`src/rtl/fetch_queue.sv`:
```
// ============================================================================
// fetch_queue : in-order {PC, instruction} queue between fetch and decode
// Rev 1.0
// ============================================================================
`default_nettype none

module fetch_queue #(
  parameter int DEPTH  = 4,
  parameter int WORD_W = 32
) (
  input  logic                     CLK,
  input  logic                     RST,
  input  logic                     in_valid,
  output logic                     in_ready,
  input  logic [WORD_W-1:0]        in_pc,
  input  logic [WORD_W-1:0]        in_instr,
  output logic                     out_valid,
  input  logic                     out_ready,
  output logic [WORD_W-1:0]        out_pc,
  output logic [WORD_W-1:0]        out_npc,
  output logic [WORD_W-1:0]        out_instr,
  input  logic                     flush,
  output logic [$clog2(DEPTH):0]   count
);

  localparam int               PTR_W  = $clog2(DEPTH);
  localparam int               CNT_W  = PTR_W + 1;
  localparam logic [CNT_W-1:0] FULL   = CNT_W'(DEPTH);

  logic [WORD_W-1:0] pc_mem    [DEPTH];
  logic [WORD_W-1:0] instr_mem [DEPTH];

  logic [PTR_W-1:0] wr_ptr_q, wr_ptr_d;
  logic [PTR_W-1:0] rd_ptr_q, rd_ptr_d;
  logic [CNT_W-1:0] count_q,  count_d;
  logic             push;
  logic             pop;

  // Handshake readiness depends only on occupancy and flush, never on the
  // partner's valid/ready, so no combinational loop can form.
  always_comb begin
    in_ready  = (count_q != FULL) && !flush;
    out_valid = (count_q != '0) && !flush;
    push      = in_valid && in_ready;
    pop       = out_valid && out_ready;
  end

  always_comb begin
    wr_ptr_d = wr_ptr_q;
    rd_ptr_d = rd_ptr_q;
    count_d  = count_q;
    if (push) wr_ptr_d = wr_ptr_q + PTR_W'(1);
    if (pop)  rd_ptr_d = rd_ptr_q + PTR_W'(1);
    if (push && !pop)      count_d = count_q + CNT_W'(1);
    else if (pop && !push) count_d = count_q - CNT_W'(1);
  end

  always_ff @(posedge CLK) begin
    if (RST || flush) begin
      wr_ptr_q <= '0;
      rd_ptr_q <= '0;
      count_q  <= '0;
    end else begin
      wr_ptr_q <= wr_ptr_d;
      rd_ptr_q <= rd_ptr_d;
      count_q  <= count_d;
    end
  end

  // Storage is deliberately not reset; stale contents are masked by out_valid.
  always_ff @(posedge CLK) begin
    if (push) begin
      pc_mem[wr_ptr_q]    <= in_pc;
      instr_mem[wr_ptr_q] <= in_instr;
    end
  end

  always_comb begin
    out_pc    = out_valid ? pc_mem[rd_ptr_q]    : '0;
    out_instr = out_valid ? instr_mem[rd_ptr_q] : '0;
    out_npc   = out_valid ? (out_pc + WORD_W'(4)) : '0;
    count     = count_q;
  end

endmodule

`default_nettype wire

```
`config.mk`:
```
export PLATFORM = sky130hd
export DESIGN_NAME = fetch_queue
export DESIGN_NICKNAME = d
export VERILOG_FILES = /design/src/rtl/fetch_queue.sv
export SDC_FILE = /design/constraint.sdc
export NUM_CORES = 1
export LEC_CHECK = 0
export BUFFER_PORTS_ARGS = -buffer_cell sky130_fd_sc_hd__buf_4
export CORE_UTILIZATION = 48
export DETAILED_ROUTE_END_ITERATION = 10
export MAX_ROUTING_LAYER = met4
export PLACE_DENSITY = 0.69
export SLEW_MARGIN = 20
export SYNTH_ARGS = -nofsm -noshare
export SYNTH_HDL_FRONTEND = slang
export SYNTH_SLANG_ARGS = --single-unit
```
`constraint.sdc`:
```
create_clock -name CLK -period 3.3 [get_ports CLK]
set_input_delay 0 -clock CLK [delete_from_list [all_inputs] [get_ports CLK]]
set_output_delay 0 -clock CLK [all_outputs]
set_load 0.05 [all_outputs]
```
---- Yosys cells after proc, flatten, opt, wreduce, memory -nomap -nowiden ----
Memory sizes are Yosys's and may differ from the RTL's. A register that Yosys moved wholly into a read port is not among the register bits.
Cells that the tools add are included.
storage, ports and cells
  register bits after elaboration ......... 7
  memory bits (writable) .................. 256
  bits of input ports ..................... 69
  output and inout port bits .............. 101
  memories kept ........................... 2
cells by class
  add/sub/neg operators ................... 5
  equality and inequality tests ........... 1
  multiplexer cells ....................... 11
  reduce and logical (&&, ||, !) cells .... 12
memories
  name       depth  width  read ports  clocked after Yosys merged registers in  write ports  line  source
  instr_mem  4      32     1           1                                        1            31    logic [WORD_W-1:0] instr_mem [DEPTH];
  pc_mem     4      32     1           1                                        1            30    logic [WORD_W-1:0] pc_mem [DEPTH];
operators with widths
  cell                                               number
  two-way mux 32 bit                                 3
  adder 32 x 3 -> 32 bit (second input constant)     1
  two-way mux 2 bit                                  4
  logical AND 1 bit                                  6
  two-way mux 3 bit                                  2
  adder 2 x 1 -> 2 bit (second input constant)       2
  adder 3 x 1 -> 3 bit (second input constant)       1
  zero test 1 bit                                    3
  != test 3 bit (second input constant)              1
  nonzero test 3 bit                                 1
  subtractor 3 x 1 -> 3 bit (second input constant)  1
  two-way mux 1 bit                                  2
  nonzero test 2 bit                                 1
  logical OR 1 bit                                   1

---- Logic depth before layout (Yosys ltp) ----
  depth after elaboration ................. 7
  gate-level depth with buffers ........... 11
  gate-level depth less buffers ........... 10

---- Worst setup path after synthesis ----
Ideal clock, no wire load.
  path type ............................... register to output
  from .................................... reg count_q[0] (netlist: count[0])
  to ...................................... out out_npc[30]
  data arrival time ....................... 4.091 ns
  required time ........................... 3.300 ns
  slack ................................... -0.791 ns
  stages on the path, launching flop included .. 11
  cells stage by stage .................... dfxtp_1 > or3_1 > buf_2 > clkbuf_1 > clkbuf_1 > and3_1 > ha_1 > nand3_2 > nor3_4 > nand4_1 > o31ai_1
between the ends
  word-level cells in the longest chain between the ends .. 5
RTL lines
  item                      line  source
  start: declaration        35    logic [CNT_W-1:0] count_q, count_d;
  start signal: assignment  66    count_q <= count_d;
  nonzero test 3 bit        43    out_valid = (count_q != '0) && !flush;
  logical AND 1 bit         43
  two-way mux 32 bit        79    out_pc = out_valid ? pc_mem[rd_ptr_q] : '0;
  named net out_pc[3]       19    output logic [WORD_W-1:0] out_pc,
  adder 32 x 3 -> 32 bit    81    out_npc = out_valid ? (out_pc + WORD_W'(4)) : '0;
  two-way mux 32 bit        81
  end: declaration          20    output logic [WORD_W-1:0] out_npc,
The timed path passes the listed nets, and every way through them passes these cells.

==> results.toml <==
[clocking]
htreeDepth = 1
clk_path_buf_depth = 3
cts_made_buffers = 26
clock-sinks = 265
clkSlewWorstSetupHoldPaths_ns = 0.07
cts_tree = "done"
clkLatencyLatePin_ns = 0.53
clock_tree.root_cell = "clkbuf_16"

[placed_design]
dpl-instance-area_um2 = 12600
gp_congestion = 0.902
dp_slack_ns = 0.472
port_buffers = 169
dp_hpwl_mm = 15.1

[synth]
synth_compound_area_share_pct = 0.916
avgSynthCellArea_um2 = 18.9
synthCells = 578
synth_seq_cells = 265
synthMuxAreaShare_pct = 13.8
yosysUniqueCellTypes = 40
synth_top_area_cell = "edfxtp_1"
synthXorXnorAreaFrac_pct = 1.92
synth_area_leaders = "edfxtp_1, mux4_2, and3_1, mux4_1, dfxtp_1"
synth_fp_nets = 654
syn_area_um2 = 10900
synthSimpleGateAreaFrac_pct = 8.42
synth_top_cell_area_share_pct = 70.4
synth_seq_area_share_pct = 72.0
synth_top_family_by_area = "multiplexers"
synth_adder_area_share_pct = 0.870
ys_warn_count = 0

[floorplan]
row_count = 54
coreArea_um2 = 22100
die_h_um = 153
die_area_um2 = 23400
start_util_pct = 49.5
io_pins = 170
dieWidth_um = 153

[grt]
grt_usage_pct = 21.5
overflow = 0
grt_max_degree = 54
grt_pass1_wl_mm = 37.4
grt_pass1_vias = 6769
antenna_found_initial = 1

[sta]
maxSlewViolCount = 0
setup-violations-final = 0
fin_ws_ns = 0.160
max_freq_ghz = 0.318
relSlewSlack_pct = 61.2
final_hold_viol_count = 0
tightest_slew_ns = 0.581
period_share_pct = 95.2
period_needed_ns = 3.14
fin_worst_skew_ns = 0.0106

[detailed_routing]
route.met2.wl_mm = 11.7
vias_per_cell = 5.53
met1_length_mm = 10.5
top_layer = "met4"
num_vias = 6272
antenna_left = 0
drc = 0
drtPass1Iterations = 4
avgRoutedWirePerCell_um = 21.1
wirelength_mm = 24.0
drt_iter0_markers = 359
route.met3.wl_mm = 1.37

[job]
maxCapViolCount = 0

[cells_and_area]
final_core_utilization_pct = 64.0
final_cell_mix = "edfxtp_1, buf_4, dlygate4sd3_1"
multi_input_comb_area_um2 = 2880
final_area_um2 = 14100
area_growth_pct = 29.4
final_common_cell = "edfxtp_1"
num-fill-cells = 1558
drive_gt1_share_pct = 37.1
layout.nets = 913
seqCellArea_um2 = 7880

[setup_path]
arrival_ns = 3.14
startpoint_type = "flop"
worstPathRequired_ns = 3.30
criticalPathCategory = "reg2out"
endpoint_kind = "output pin"
crit_fanout = 40

[run_status]
outcome = "finished, final reports clean"

[power_and_ir_drop]
p_per_area_nw_per_um2 = 502
vdd_drop_max_uv = 445
p_leak_nw = 5.19

[hold_path]
hold_class = "in2reg"
[flip-flops by register name (all words and copies together), names as in the netlist, named ones only]
signal     cells
pc_mem       128
wr_ptr_q       2
instr_mem    128
rd_ptr_q       2
count          3
[synthesized netlist by cell type]
| cell type | instances |
|---|---|
| edfxtp_1 | 256 |
| and3_1 | 63 |
| mux4_2 | 53 |
| nor2_1 | 26 |
| clkbuf_1 | 20 |
| xor2_1 | 15 |
| mux4_1 | 11 |
| nand2_1 | 11 |
| dfxtp_1 | 9 |
| inv_1 | 9 |
| nand3_1 | 9 |
| nand4_1 | 9 |
| o21ai_0 | 9 |
| xnor2_1 | 9 |
| a21oi_1 | 8 |
| buf_2 | 8 |
| or3_1 | 7 |
| ha_1 | 6 |
| and2_1 | 4 |
| nand3_2 | 4 |
| and3_4 | 3 |
| buf_4 | 3 |
| and4_1 | 2 |
| buf_12 | 2 |
| inv_2 | 2 |
| mux2i_1 | 2 |
| nor3_1 | 2 |
| nor3_4 | 2 |
| o31ai_1 | 2 |
| or4_1 | 2 |
| and2_0 | 1 |
| and2_2 | 1 |
| and3_2 | 1 |
| and4bb_2 | 1 |
| buf_6 | 1 |
| fa_1 | 1 |
| nand2_2 | 1 |
| nand4_2 | 1 |
| nand4b_1 | 1 |
| or2_2 | 1 |
[power by group]
part | switching [mW] | internal [mW] | total (mW)
logic | 0.443 | 0.277 | 0.720
registers | 0.0156 | 3.75 | 3.76
clock network | 1.17 | 1.45 | 2.62
total | 1.63 | 5.47 | 7.10
[worst max-delay path, cell delays in order, from the launching register on]
cell and delay (ns):
dfxtp_4 0.41, buf_16 0.30, mux4_1 0.68, and4_1 0.25
and4bb_2 0.26, nand4_1 0.16, buf_4 0.17, nand2_1 0.08
o21ai_4 0.06, buf_4 0.20
[final timing paths]
check        depth (start not counted)  slack [ns]      from              end
min                                  2        0.02  in_valid  instr_mem[3][1]
max                                  9        0.16      flop      out_npc[26]
max reg2reg                          9        0.66  count[0]         count[2]
min reg2reg                          2        0.52  count[2]         count[2]
[area by class of cell]
class                           count  area share, %
Inverter                           11          0.292
Sequential cell                   265           55.7
Clock buffer                       34           4.81
Timing Repair Buffer              265           15.9
Tap cell                          280           2.48
Clock inverter                     11          0.434
Antenna cell                        1         0.0177
Multi-Input combinational cell    268           20.4
[stage by stage]
stage | std cells | total power, mW | TNS (ns) | hold slack, ns
global route | 1135 | 7.31 | -0.00401 | 0.0180
finish | 1135 | 7.10 | 0 | 0.0224
floorplan | 578 | 4.23 | -0.0670 | 0.0989
detailed placement | 1009 | 4.48 | 0 | 0.204
CTS | 1125 | 7.14 | 0 | 0.00890
global placement | 1009 | 4.47 | 0 | 0.198
[layer usage]
layer,GRT usage (%),up-vias
met3,3.52,39
li1,-,2855
met1,28.4,3163
met4,4.57,0
met5,-,-
met2,35.4,215
[repair_timing]
| item | in CTS | in global routing |
|---|---|---|
| pin swaps | 1 | 2 |
| endpoints found under the hold margin | 265 | 0 |
| gates cloned | 1 | 0 |
| endpoints found under the setup margin | 7 | 8 |
| gates resized for setup | 2 | 0 |
| buffers inserted | 3 | 9 |
| hold buffers | 67 | 0 |
[cells by family after synthesis]
family	after synthesis
xor+xnor	24
compound gates	19
fa+ha+maj	7
flops	265
buf+inv	45
simple gates	152
mux	66
Note: power is estimated with default switching activity, not from simulation.
